<file path="src/rtl/i2c_target_if.sv">
`timescale 1ns/1ps
// Purpose: bundles the I2C pins and host register port of the i2c_target responder.
// Latency: none, wires only.
// Backpressure: none; the slave side never stretches SCL and the host must take every strobe.
interface i2c_target_if;
   logic       i_scl;            // raw SCL pin level
   logic       i_sda;            // raw SDA pin level
   logic       o_sda;            // 0 = pull SDA low, 1 = release
   logic       o_busy;
   logic       o_write_valid;
   logic [7:0] o_write_register;
   logic [7:0] o_write_data;
   logic [7:0] o_read_register;
   logic [7:0] i_read_data;
   logic       o_read_strobe;

   modport slave (
      input  i_scl, i_sda, i_read_data,
      output o_sda, o_busy, o_write_valid, o_write_register, o_write_data,
             o_read_register, o_read_strobe
   );

   modport master (
      output i_scl, i_sda, i_read_data,
      input  o_sda, o_busy, o_write_valid, o_write_register, o_write_data,
             o_read_register, o_read_strobe
   );
endinterface

</file>
<file path="src/rtl/i2c_target.sv">
`timescale 1ns/1ps
// Purpose: I2C target with 8-bit auto-incrementing register pointer and byte-wide host port.
// Latency: 2-FF sync plus edge compare; bus events act ~3 clocks after the pin edge.
// Backpressure: none; SCL is never stretched, host sees one-cycle write/read strobes.
module i2c_target #(
   parameter logic [6:0] ADDRESS = 7'h54
) (
   input  logic         i_clock,
   input  logic         i_reset,
   i2c_target_if.slave  bus
);
   typedef enum logic [3:0] {
      S_IDLE, S_ADDRESS, S_ADDRESS_ACK, S_IGNORE, S_REGISTER, S_REGISTER_ACK,
      S_WRITE_DATA, S_WRITE_ACK, S_READ_DATA, S_READ_ACK
   } state_t;

   logic       r_scl_meta, r_scl_sync, r_scl_prev;
   logic       r_sda_meta, r_sda_sync, r_sda_prev;
   state_t     r_state, w_state_nxt;
   logic [3:0] r_cnt, w_cnt_nxt;
   logic [7:0] r_shift, w_shift_nxt;
   logic       r_rw, w_rw_nxt;
   logic       r_ack_phase, w_ack_phase_nxt;
   logic       r_sda_out, w_sda_out_nxt;
   logic       r_busy, w_busy_nxt;
   logic       r_wr_vld, w_wr_vld_nxt;
   logic [7:0] r_wr_reg, w_wr_reg_nxt;
   logic [7:0] r_wr_dat, w_wr_dat_nxt;
   logic [7:0] r_ptr, w_ptr_nxt;
   logic       r_rd_stb, w_rd_stb_nxt;
   logic       r_inc_pend, w_inc_pend_nxt;

   logic       w_scl_rise, w_scl_fall, w_start, w_stop;
   logic [7:0] w_byte;

   // Bring the raw pins into the clock domain; idle bus level is high.
   always_ff @(posedge i_clock) begin
      if (i_reset) begin
         r_scl_meta <= 1'b1;
         r_scl_sync <= 1'b1;
         r_scl_prev <= 1'b1;
         r_sda_meta <= 1'b1;
         r_sda_sync <= 1'b1;
         r_sda_prev <= 1'b1;
      end else begin
         r_scl_meta <= bus.i_scl;
         r_scl_sync <= r_scl_meta;
         r_scl_prev <= r_scl_sync;
         r_sda_meta <= bus.i_sda;
         r_sda_sync <= r_sda_meta;
         r_sda_prev <= r_sda_sync;
      end
   end

   // SDA edges only count as START/STOP while SCL is steadily high.
   assign w_scl_rise = r_scl_sync & ~r_scl_prev;
   assign w_scl_fall = ~r_scl_sync & r_scl_prev;
   assign w_start    = r_scl_sync & r_scl_prev & r_sda_prev & ~r_sda_sync;
   assign w_stop     = r_scl_sync & r_scl_prev & ~r_sda_prev & r_sda_sync;
   assign w_byte     = {r_shift[6:0], r_sda_sync};

   // Protocol state and all datapath registers.
   always_ff @(posedge i_clock) begin
      if (i_reset) begin
         r_state     <= S_IDLE;
         r_cnt       <= 4'd0;
         r_shift     <= 8'd0;
         r_rw        <= 1'b0;
         r_ack_phase <= 1'b0;
         r_sda_out   <= 1'b1;
         r_busy      <= 1'b0;
         r_wr_vld    <= 1'b0;
         r_wr_reg    <= 8'd0;
         r_wr_dat    <= 8'd0;
         r_ptr       <= 8'd0;
         r_rd_stb    <= 1'b0;
         r_inc_pend  <= 1'b0;
      end else begin
         r_state     <= w_state_nxt;
         r_cnt       <= w_cnt_nxt;
         r_shift     <= w_shift_nxt;
         r_rw        <= w_rw_nxt;
         r_ack_phase <= w_ack_phase_nxt;
         r_sda_out   <= w_sda_out_nxt;
         r_busy      <= w_busy_nxt;
         r_wr_vld    <= w_wr_vld_nxt;
         r_wr_reg    <= w_wr_reg_nxt;
         r_wr_dat    <= w_wr_dat_nxt;
         r_ptr       <= w_ptr_nxt;
         r_rd_stb    <= w_rd_stb_nxt;
         r_inc_pend  <= w_inc_pend_nxt;
      end
   end

   // Next-state decode; START/STOP win over any bit activity in the same cycle.
   always_comb begin
      w_state_nxt     = r_state;
      w_cnt_nxt       = r_cnt;
      w_shift_nxt     = r_shift;
      w_rw_nxt        = r_rw;
      w_ack_phase_nxt = r_ack_phase;
      w_sda_out_nxt   = r_sda_out;
      w_busy_nxt      = r_busy;
      w_wr_vld_nxt    = 1'b0;
      w_wr_reg_nxt    = r_wr_reg;
      w_wr_dat_nxt    = r_wr_dat;
      w_ptr_nxt       = r_inc_pend ? r_ptr + 8'd1 : r_ptr;
      w_rd_stb_nxt    = 1'b0;
      w_inc_pend_nxt  = 1'b0;

      if (w_start || w_stop) begin
         w_state_nxt     = w_start ? S_ADDRESS : S_IDLE;
         w_cnt_nxt       = 4'd0;
         w_ack_phase_nxt = 1'b0;
         w_sda_out_nxt   = 1'b1;
         w_busy_nxt      = 1'b0;
      end else begin
         case (r_state)
            S_IDLE, S_IGNORE: w_sda_out_nxt = 1'b1;
            S_ADDRESS, S_REGISTER, S_WRITE_DATA: begin
               if (w_scl_rise) begin
                  w_shift_nxt = w_byte;
                  w_cnt_nxt   = r_cnt + 4'd1;
                  if (r_cnt == 4'd7) begin
                     w_cnt_nxt = 4'd0;
                     if (r_state == S_ADDRESS) begin
                        if (w_byte[7:1] == ADDRESS) begin
                           w_state_nxt = S_ADDRESS_ACK;
                           w_rw_nxt    = w_byte[0];
                           w_busy_nxt  = 1'b1;
                        end else begin
                           w_state_nxt = S_IGNORE;
                        end
                     end else if (r_state == S_REGISTER) begin
                        w_ptr_nxt   = w_byte;
                        w_state_nxt = S_REGISTER_ACK;
                     end else begin
                        w_wr_vld_nxt   = 1'b1;
                        w_wr_reg_nxt   = r_ptr;
                        w_wr_dat_nxt   = w_byte;
                        w_inc_pend_nxt = 1'b1;
                        w_state_nxt    = S_WRITE_ACK;
                     end
                  end
               end
            end
            S_ADDRESS_ACK, S_REGISTER_ACK, S_WRITE_ACK: begin
               // First falling edge pulls SDA low, second one ends the ACK clock.
               if (w_scl_fall) begin
                  if (!r_ack_phase) begin
                     w_sda_out_nxt   = 1'b0;
                     w_ack_phase_nxt = 1'b1;
                  end else begin
                     w_sda_out_nxt   = 1'b1;
                     w_ack_phase_nxt = 1'b0;
                     w_cnt_nxt       = 4'd0;
                     if (r_state != S_ADDRESS_ACK) begin
                        w_state_nxt = S_WRITE_DATA;
                     end else if (!r_rw) begin
                        w_state_nxt = S_REGISTER;
                     end else begin
                        w_shift_nxt   = bus.i_read_data;
                        w_sda_out_nxt = bus.i_read_data[7];
                        w_rd_stb_nxt  = 1'b1;
                        w_ptr_nxt     = r_ptr + 8'd1;
                        w_state_nxt   = S_READ_DATA;
                     end
                  end
               end
            end
            S_READ_DATA: begin
               // MSB is already on the line; each falling edge presents the next bit.
               if (w_scl_rise) begin
                  w_cnt_nxt = r_cnt + 4'd1;
               end else if (w_scl_fall) begin
                  if (r_cnt == 4'd8) begin
                     w_sda_out_nxt = 1'b1;
                     w_cnt_nxt     = 4'd0;
                     w_state_nxt   = S_READ_ACK;
                  end else begin
                     w_shift_nxt   = {r_shift[6:0], r_shift[7]};
                     w_sda_out_nxt = r_shift[6];
                  end
               end
            end
            S_READ_ACK: begin
               if (w_scl_rise) begin
                  if (r_sda_sync) w_state_nxt = S_IGNORE;
                  else            w_ack_phase_nxt = 1'b1;
               end else if (w_scl_fall && r_ack_phase) begin
                  w_ack_phase_nxt = 1'b0;
                  w_shift_nxt     = bus.i_read_data;
                  w_sda_out_nxt   = bus.i_read_data[7];
                  w_rd_stb_nxt    = 1'b1;
                  w_ptr_nxt       = r_ptr + 8'd1;
                  w_cnt_nxt       = 4'd0;
                  w_state_nxt     = S_READ_DATA;
               end
            end
            default: w_state_nxt = S_IDLE;
         endcase
      end
   end

   assign bus.o_sda            = r_sda_out;
   assign bus.o_busy           = r_busy;
   assign bus.o_write_valid    = r_wr_vld;
   assign bus.o_write_register = r_wr_reg;
   assign bus.o_write_data     = r_wr_dat;
   assign bus.o_read_register  = r_ptr;
   assign bus.o_read_strobe    = r_rd_stb;
endmodule

</file>
<file path="src/flat_wrapper.sv">
// flat-port wrapper written by rule: the top's interface ports become plain ports
module i2c_target_flat 
#(
   parameter logic [6:0] ADDRESS = 7'h54
)
  (i_clock, i_reset, bus_i_scl, bus_i_sda, bus_i_read_data, bus_o_sda, bus_o_busy, bus_o_write_valid, bus_o_write_register, bus_o_write_data, bus_o_read_register, bus_o_read_strobe);
  i2c_target_if bus_i ();
  input  logic i_clock;
  input  logic i_reset;
  input wire logic [$bits(bus_i.i_scl)-1:0] bus_i_scl;
  input wire logic [$bits(bus_i.i_sda)-1:0] bus_i_sda;
  input wire logic [$bits(bus_i.i_read_data)-1:0] bus_i_read_data;
  output wire logic [$bits(bus_i.o_sda)-1:0] bus_o_sda;
  output wire logic [$bits(bus_i.o_busy)-1:0] bus_o_busy;
  output wire logic [$bits(bus_i.o_write_valid)-1:0] bus_o_write_valid;
  output wire logic [$bits(bus_i.o_write_register)-1:0] bus_o_write_register;
  output wire logic [$bits(bus_i.o_write_data)-1:0] bus_o_write_data;
  output wire logic [$bits(bus_i.o_read_register)-1:0] bus_o_read_register;
  output wire logic [$bits(bus_i.o_read_strobe)-1:0] bus_o_read_strobe;
  assign bus_i.i_scl = bus_i_scl;
  assign bus_i.i_sda = bus_i_sda;
  assign bus_i.i_read_data = bus_i_read_data;
  assign bus_o_sda = bus_i.o_sda;
  assign bus_o_busy = bus_i.o_busy;
  assign bus_o_write_valid = bus_i.o_write_valid;
  assign bus_o_write_register = bus_i.o_write_register;
  assign bus_o_write_data = bus_i.o_write_data;
  assign bus_o_read_register = bus_i.o_read_register;
  assign bus_o_read_strobe = bus_i.o_read_strobe;
  i2c_target #(.ADDRESS(ADDRESS)) u_core (.i_clock(i_clock), .i_reset(i_reset), .bus(bus_i));
endmodule
</file>
<file path="config.mk">
export PLATFORM = sky130hd
export DESIGN_NAME = i2c_target_flat
export DESIGN_NICKNAME = d
export VERILOG_FILES = /design/src/rtl/i2c_target_if.sv /design/src/rtl/i2c_target.sv /design/src/flat_wrapper.sv
export SDC_FILE = /design/constraint.sdc
export NUM_CORES = 1
export LEC_CHECK = 0
export CORE_MARGIN = 4
export CORE_UTILIZATION = 25
export CTS_CLUSTER_DIAMETER = 50
export CTS_CLUSTER_SIZE = 10
export DETAILED_ROUTE_END_ITERATION = 7
export PLACE_DENSITY = 0.46
export SKIP_CTS_REPAIR_TIMING = 1
export SYNTH_ARGS = -nofsm -noshare
export SYNTH_HDL_FRONTEND = slang
export SYNTH_SLANG_ARGS = --single-unit
</file>
<file path="constraint.sdc">
create_clock -name i_clock -period 5.5 [get_ports i_clock]
set_clock_uncertainty 0.2 [all_clocks]
set_input_delay 1.375 -clock i_clock [delete_from_list [all_inputs] [get_ports i_clock]]
set_output_delay 1.375 -clock i_clock [all_outputs]
set_load 0.03 [all_outputs]
</file>
==> results.py, run 1 <==
metrics = {
    "run_status": {
        "run_status": "finished, final reports clean",
    },
    "yosys": {
        "seq_area_frac_synth": 0.3300,
        "number_of_enable_flip_flop_cells_after_synthesis": 0,
        "async_reset_ff_frac": 0,
        "netlist-cell-type-count": 65,
        "muxShareOfSynthArea": 0.08608,
        "synth-main-ff-cell": "dfxtp_1",
        "fraction_of_the_mapped_netlist_area_in_compound_gates": 0.2273,
        "synthTopCellsByArea": "dfxtp_1, mux2i_1, nor2_1",
        "synth_commonest_cells": "dfxtp_1, nor2_1, mux2i_1, nand2_1, a21oi_1",
        "postSynthAreaPerCell_sq_um": 8.130,
        "syn-num-nets": 403,
        "synthMostInstantiatedCell": "dfxtp_1",
        "synth_top_area_share": 0.3300,
        "number_of_instances_in_the_synthesized_netlist": 388,
        "xor_xnor_portion_of_the_synthesized_cell_area": 0.02221,
        "ys_warn_count": 0,
        "postSynthRegisterBits": 52,
        "netlist_area_sq_um": 3154,
        "synth_top_family_by_area": "simple AND/OR/NAND/NOR gates",
        "yosys.area_share.adder": 0.01190,
        "synth_simple_gate_area_share": 0.2531,
        "synth_top_cell_by_area": "dfxtp_1",
    },
    "detailed_routing": {
        "num_vias": 2945,
        "wire_per_inst_um": 16.35,
        "drtAntennaViolNets": 0,
        "drtIter0Drc": 209,
        "drt-vias-per-instance": 5.185,
        "drt_pre_antenna_iters": 4,
        "routed_wirelength_mm": 9.289,
        "drc": 0,
    },
    "placement": {
        "place_worst_setup_slack_ps": 2278,
        "detailedPlacementHpwl_mm": 6.475,
        "place_inst": 560,
        "buffer_ports.inserted": 39,
        "place.gp.congestion": 0.8934,
    },
    "cells_and_area": {
        "finalNetCount": 414,
        "num_antenna_cells": 0,
        "final_cell_count_no_fill": 568,
        "fill_cells": 1266,
        "drive_gt1_frac": 0.05500,
        "area_delta_synth_final_pct": 18.21,
    },
    "sta": {
        "final_critical_path_setup_slack_ps": 2144,
        "timing.fmax_ghz": 0.2980,
        "rsz0062_at_grt": "no",
        "hold_viol_final": 0,
        "timing.max_slew.rel_slack": 0.3208,
        "worst_slew_pin_slew_ps": 1016,
        "finalSetupViolations": 0,
        "finalMaxSlewViolations": 0,
        "final.period_utilization": 0.6101,
        "timing.setup.tns_ps": 0,
        "final_period_minus_worst_setup_slack_ps": 3356,
    },
    "critical_path": {
        "setup.worst_path.end_class": "primary output",
        "critPathBufInv": 1,
        "critical_path_arrival_ps": 1780,
        "worst_path_max_delay_cell": "clkdlybuf4s50_1",
        "worst-setup-path-type": "register to primary output",
        "timing.critical_path.from_type": "register",
        "critical_path.top_delay_family": "buffers and inverters",
        "path_max_fanout": 14,
        "crit_path_max_incr_delay_ps": 790,
        "critical_path_required_ps": 3920,
        "critical_path.cell_chain": "clkdlybuf4s50_1",
    },
    "power_and_ir_drop": {
        "power_density_nw_per_um2": 197.1,
        "power.static_leakage_uw": 0.001274,
        "worst_ir_drop_vdd_v": 0.0001189,
    },
    "floorplan": {
        "io_pins": 40,
        "die_height_um": 120.3,
        "die_width_um": 120.3,
        "coreArea_sq_um": 12160,
        "core.rowCount": 40,
        "die-area_sq_um": 14480,
        "initial_utilization": 0.2594,
    },
    "clock_tree": {
        "ctsHtreeMaxLevel": 2,
        "cts_made_buffers": 5,
        "clk-insertion-delay-late_ps": 300,
        "numClockSinks": 52,
        "clk_pin_slew_worst_paths_ps": 80,
        "cts.root.buffer_cell": "clkbuf_16",
        "clock_path_buffers": 2,
        "tritoncts": "built",
    },
    "grt": {
        "grt_pass1_wl_mm": 15.12,
        "grt_antenna_before_repair": 0,
        "grt.overflow.total": 0,
        "via_count_of_the_first_global_routing_pass": 2791,
        "grt_start_max_net_pins": 44,
        "track_usage": 0.1298,
    },
    "run": {
        "drv.max_cap_violation_count": 0,
    },
    "worst_hold_path": {
        "hold_path_class": "register to register",
    },
}
## per-layer routing
metal,vias up,track usage,routed length [um]
met4,0,0.05595,235
met5,-,0,0
met2,89,0.2069,4198
met1,1399,0.1728,4384
met3,19,0.02245,471
li1,1438,-,-
## logic make-up (layout without fill, tap and decap cells)
group           count (synthesis)  count (layout)
mux                            27              27
flops                          52              52
compound gates                105             105
simple gates                  147             147
buf+inv                        46              58
fa+ha+maj                       3               3
xor+xnor                        8               8
## registers in the layout, indices dropped and copies added (netlist names)
| name | count |
|---|---|
| u_core.bus.o_busy | 1 |
| u_core.bus.o_read_register | 8 |
| u_core.bus.o_read_strobe | 1 |
| u_core.bus.o_sda | 1 |
| u_core.bus.o_write_data | 8 |
| u_core.bus.o_write_register | 8 |
| u_core.r_ack_phase | 1 |
| u_core.r_cnt | 4 |
| u_core.r_inc_pend | 1 |
| u_core.r_rw | 1 |
| u_core.r_scl_meta | 1 |
| u_core.r_scl_prev | 1 |
| u_core.r_scl_sync | 1 |
| u_core.r_sda_meta | 1 |
| u_core.r_sda_prev | 1 |
| u_core.r_sda_sync | 1 |
| u_core.r_shift | 8 |
| u_core.r_state | 4 |
## worst reg2reg max path, stage by stage (launching register included)
cell	delay [ps]
dfxtp_1	850
nand4bb_1	500
nand3b_1	650
inv_1	170
o32ai_1	310
a31oi_1	80
a211oi_1	250
## final cells by class
cell class | count | area (sq um) | share of cell area
flip-flops and latches | 52 | 1041 | 0.2792
repair buffers | 40 | 397.9 | 0.1067
multi-input cells | 290 | 1894 | 0.5081
clock buffers | 5 | 125.1 | 0.03356
inverters | 10 | 37.54 | 0.01007
clock inverters | 3 | 22.52 | 0.006040
well taps | 168 | 210.2 | 0.05638
## per-stage QoR
stage	util	total power (uW)	hold WS, ps	instance area [sq um]
floorplan	-	407.3	189.5	3154
global placement	0.2944	421.3	191.1	3581
detailed placement	0.2944	421.2	194.7	3581
CTS	0.3066	745.8	210.9	3729
global route	0.3066	761.6	237.1	3729
finish	0.3066	734.9	210.6	3729
## worst paths after layout
path                                                                  to  depth (start not counted)                      startpoint  slack (ps)
worst min-delay path                        u_core.r_scl_sync$_SDFF_PP1_                          1    u_core.r_scl_meta$_SDFF_PP1_         210
worst max-delay path                                   bus_o_write_valid                          1    u_core.r_inc_pend$_SDFF_PP0_        2140
worst max register to register  u_core.bus.o_read_register[3]$_SDFF_PP0_                          6  u_core.r_state[3]$_SDFFE_PP0P_        2410
worst min register to register              u_core.r_scl_sync$_SDFF_PP1_                          1    u_core.r_scl_meta$_SDFF_PP1_         210
## report_power, final
part	total, uW	leakage, uW	internal [uW]	switching, uW
registers	382	0.000420	378	3.82
logic	30.0	0.000780	13.8	16.2
clock network	323	0.0000742	171	152
total	735	0.00127	563	172
## placed cells by master (no fill, tap or decap), drive strengths merged, types with 3 or more instances in the layout
cell type	instances
or3b	3
a32o	4
ha	3
clkbuf	5
a211oi	13
o22ai	3
xor2	5
nand2	24
inv	11
nor2b	3
a21o	4
mux2i	26
nand4b	3
o21bai	3
a21oi	21
clkdlybuf4s50	39
xnor2	3
nor2	49
a31oi	6
nand2b	8
and3	3
nor3	5
or2	7
nor3b	4
nand4	3
and3b	3
o21ai	20
a22oi	6
o211ai	4
nand3	10
dfxtp	52
nand3b	7
nor4b	3
Note: power is estimated with default switching activity, not from simulation.
==> run 2: changes to the inputs <==
--- a/config.mk
+++ b/config.mk
@@ -10,7 +10,7 @@
 export CTS_CLUSTER_DIAMETER = 50
 export CTS_CLUSTER_SIZE = 10
 export DETAILED_ROUTE_END_ITERATION = 7
-export PLACE_DENSITY = 0.46
+export PLACE_DENSITY = 0.48
 export SKIP_CTS_REPAIR_TIMING = 1
 export SYNTH_ARGS = -nofsm -noshare
 export SYNTH_HDL_FRONTEND = slang
==> constraint.sdc (replaced) <==
create_clock -name i_clock -period 3.01 [get_ports i_clock]
set_clock_uncertainty 0.2 [all_clocks]
set_input_delay 0.7525 -clock i_clock [delete_from_list [all_inputs] [get_ports i_clock]]
set_output_delay 0.7525 -clock i_clock [all_outputs]
set_load 0.03 [all_outputs]
==> run 2 against run 1 <==
  * Sequential share of layout area fell by 0.88 points
  * Final cell count up 2.3%
  * Worst hold slack gained 4.1 ps
  * Routed wire length grew 0.60%
  * Flip-flop and latch count is the same
  * Non-clock buffer count up 13
  * Die area unchanged
  * Total power up 95%
  * Worst setup slack lost 1800 ps
  * Global-route usage fell by 0.31 points
  * Register-to-register slack worse by 2000 ps
  * Highest routed layer unchanged
==> results.py, run 2 (same netlist as run 1, synthesis figures left out) <==
metrics = {
    "run_status": {
        "run_status": "finished, final reports clean",
    },
    "cells_and_area": {
        "final_cell_count_no_fill": 581,
        "final_area_sq_um": 3850,
        "drive_gt1_frac": 0.08475,
        "num_antenna_cells": 0,
        "layout.core_utilization": 0.3166,
        "layout_commonest_cell": "dfxtp_1",
        "finalNetCount": 427,
        "mostFrequentLayoutCells": "dfxtp_1, nor2_1, clkdlybuf4s50_1, mux2i_1, nand2_1",
        "area_delta_synth_final_pct": 22.05,
    },
    "power_and_ir_drop": {
        "power_density_nw_per_um2": 372.0,
        "clock_power_share": 0.473,
        "worst_ir_drop_vdd_v": 0.0002057,
        "power.static_leakage_uw": 0.001348,
        "power_frac_seq": 0.487,
        "cell_internal_pwr_uw": 1113,
        "p_sw_uw": 318.8,
        "p_sw_frac": 0.2226,
        "comb_power_share": 0.040,
    },
    "critical_path": {
        "critical_path_arrival_ps": 2670,
        "start_point_of_the_critical_path": "u_core.r_state[3]$_SDFFE_PP0P_",
        "critical_path_required_ps": 3050,
        "worst-setup-path-type": "register to register",
        "timing.critical_path.from_type": "register",
        "setup.worst_path.end_class": "register",
        "path_max_fanout": 24,
        "timing.rr.start": "u_core.r_state[3]$_SDFFE_PP0P_",
    },
    "placement": {
        "dpl-instance-area_sq_um": 3679,
        "place_worst_setup_slack_ps": 455.2,
        "detailedPlacementHpwl_mm": 6.565,
        "place.gp.congestion": 0.8701,
        "buffer_ports.inserted": 39,
        "place_inst": 573,
    },
    "clock_tree": {
        "ctsHtreeMaxLevel": 2,
        "tritoncts": "built",
        "cts.root.buffer_cell": "clkbuf_16",
        "cts_made_buffers": 5,
        "clk-insertion-delay-late_ps": 300,
        "numClockSinks": 52,
        "clock_path_buffers": 2,
        "clk_pin_slew_worst_paths_ps": 70,
    },
    "floorplan": {
        "die_height_um": 120.3,
        "coreArea_sq_um": 12160,
        "io_pins": 40,
        "die-area_sq_um": 14480,
        "core.rowCount": 40,
        "initial_utilization": 0.2594,
        "die_width_um": 120.3,
    },
    "detailed_routing": {
        "drc": 0,
        "wire_per_inst_um": 16.08,
        "routed_wirelength_mm": 9.345,
        "drt_pre_antenna_iters": 5,
        "drtIter0Drc": 192,
        "drt-vias-per-instance": 5.091,
        "drtAntennaViolNets": 0,
        "num_vias": 2958,
    },
    "sta": {
        "rsz0062_at_grt": "no",
        "finalSetupViolations": 0,
        "worst_slew_pin_slew_ps": 799.4,
        "finalMaxSlewViolations": 0,
        "final.period_utilization": 0.8734,
        "hold_viol_final": 0,
        "timing.max_slew.rel_slack": 0.4663,
        "timing.setup.tns_ps": 0,
        "final_critical_path_setup_slack_ps": 381.0,
        "timing.fmax_ghz": 0.3804,
        "final_period_minus_worst_setup_slack_ps": 2629,
    },
    "grt": {
        "grt_antenna_before_repair": 0,
        "via_count_of_the_first_global_routing_pass": 2722,
        "track_usage": 0.1268,
        "grt.overflow.total": 0,
        "grt_pass1_wl_mm": 14.68,
        "grt_start_max_net_pins": 39,
    },
    "worst_hold_path": {
        "hold_path_startpoint": "u_core.r_scl_meta$_SDFF_PP1_",
        "hold_path_class": "register to register",
    },
    "run": {
        "drv.max_cap_violation_count": 0,
    },
}
## run 2: cell count changes in the layout (fill, tap and decap cells not counted), sizes merged
cell / delta
buf: +13
bufinv: +1
clkinv: -2
clkinvlp: +1
## run 2: per-stage QoR
stage	hold WS [ps]	total power (uW)
detailed placement	200.5	771.6
finish	214.8	1432
floorplan	189.5	744.2
CTS	219.6	1454
global placement	192.1	772.0
global route	226.4	1491
## run 2: worst paths after layout
path	end	slack (ps)	depth (start not counted)
worst min-delay path	u_core.r_scl_sync$_SDFF_PP1_	210	1
worst max-delay path	u_core.r_cnt[2]$_SDFFE_PP0P_	380	6
worst min register to register	u_core.r_scl_sync$_SDFF_PP1_	210	1
worst max register to register	u_core.r_cnt[2]$_SDFFE_PP0P_	380	6
## run 2: cell type report
type / count / area, sq um
Clock buffer: 5 / 125.1
Tap cell: 168 / 210.2
Clock inverter: 3 / 46.29
Multi-Input combinational cell: 290 / 1894
Timing Repair Buffer: 53 / 495.5
Inverter: 10 / 37.54
Fill cell: 1287 / 8312
Sequential cell: 52 / 1041
## run 2: worst max-delay path, stage by stage, from the launching register on
cell	delay (ps)
dfxtp_1	840
or4b_1	620
o21ai_0	220
nand3_1	120
o21ai_1	250
o21ai_0	150
a21oi_1	150
## run 2: routing by layer
metal / track usage / part of all wire / up-vias
met1: 0.1805 / 0.49 / 1404
met4: 0.04249 / 0.015 / 0
met2: 0.1946 / 0.45 / 78
met5: 0 / 0 / -
met3: 0.02058 / 0.047 / 10
li1: - / - / 1466
## run 2: power by group through the flow
stage / clock network, uW / logic, uW / registers [uW]
floorplan: 0 / 33.4 / 711
global placement: 0 / 57.9 / 714
detailed placement: 0 / 57.6 / 714
CTS: 698 / 57.6 / 698
global route: 731 / 62.0 / 698
finish: 677 / 57.7 / 698
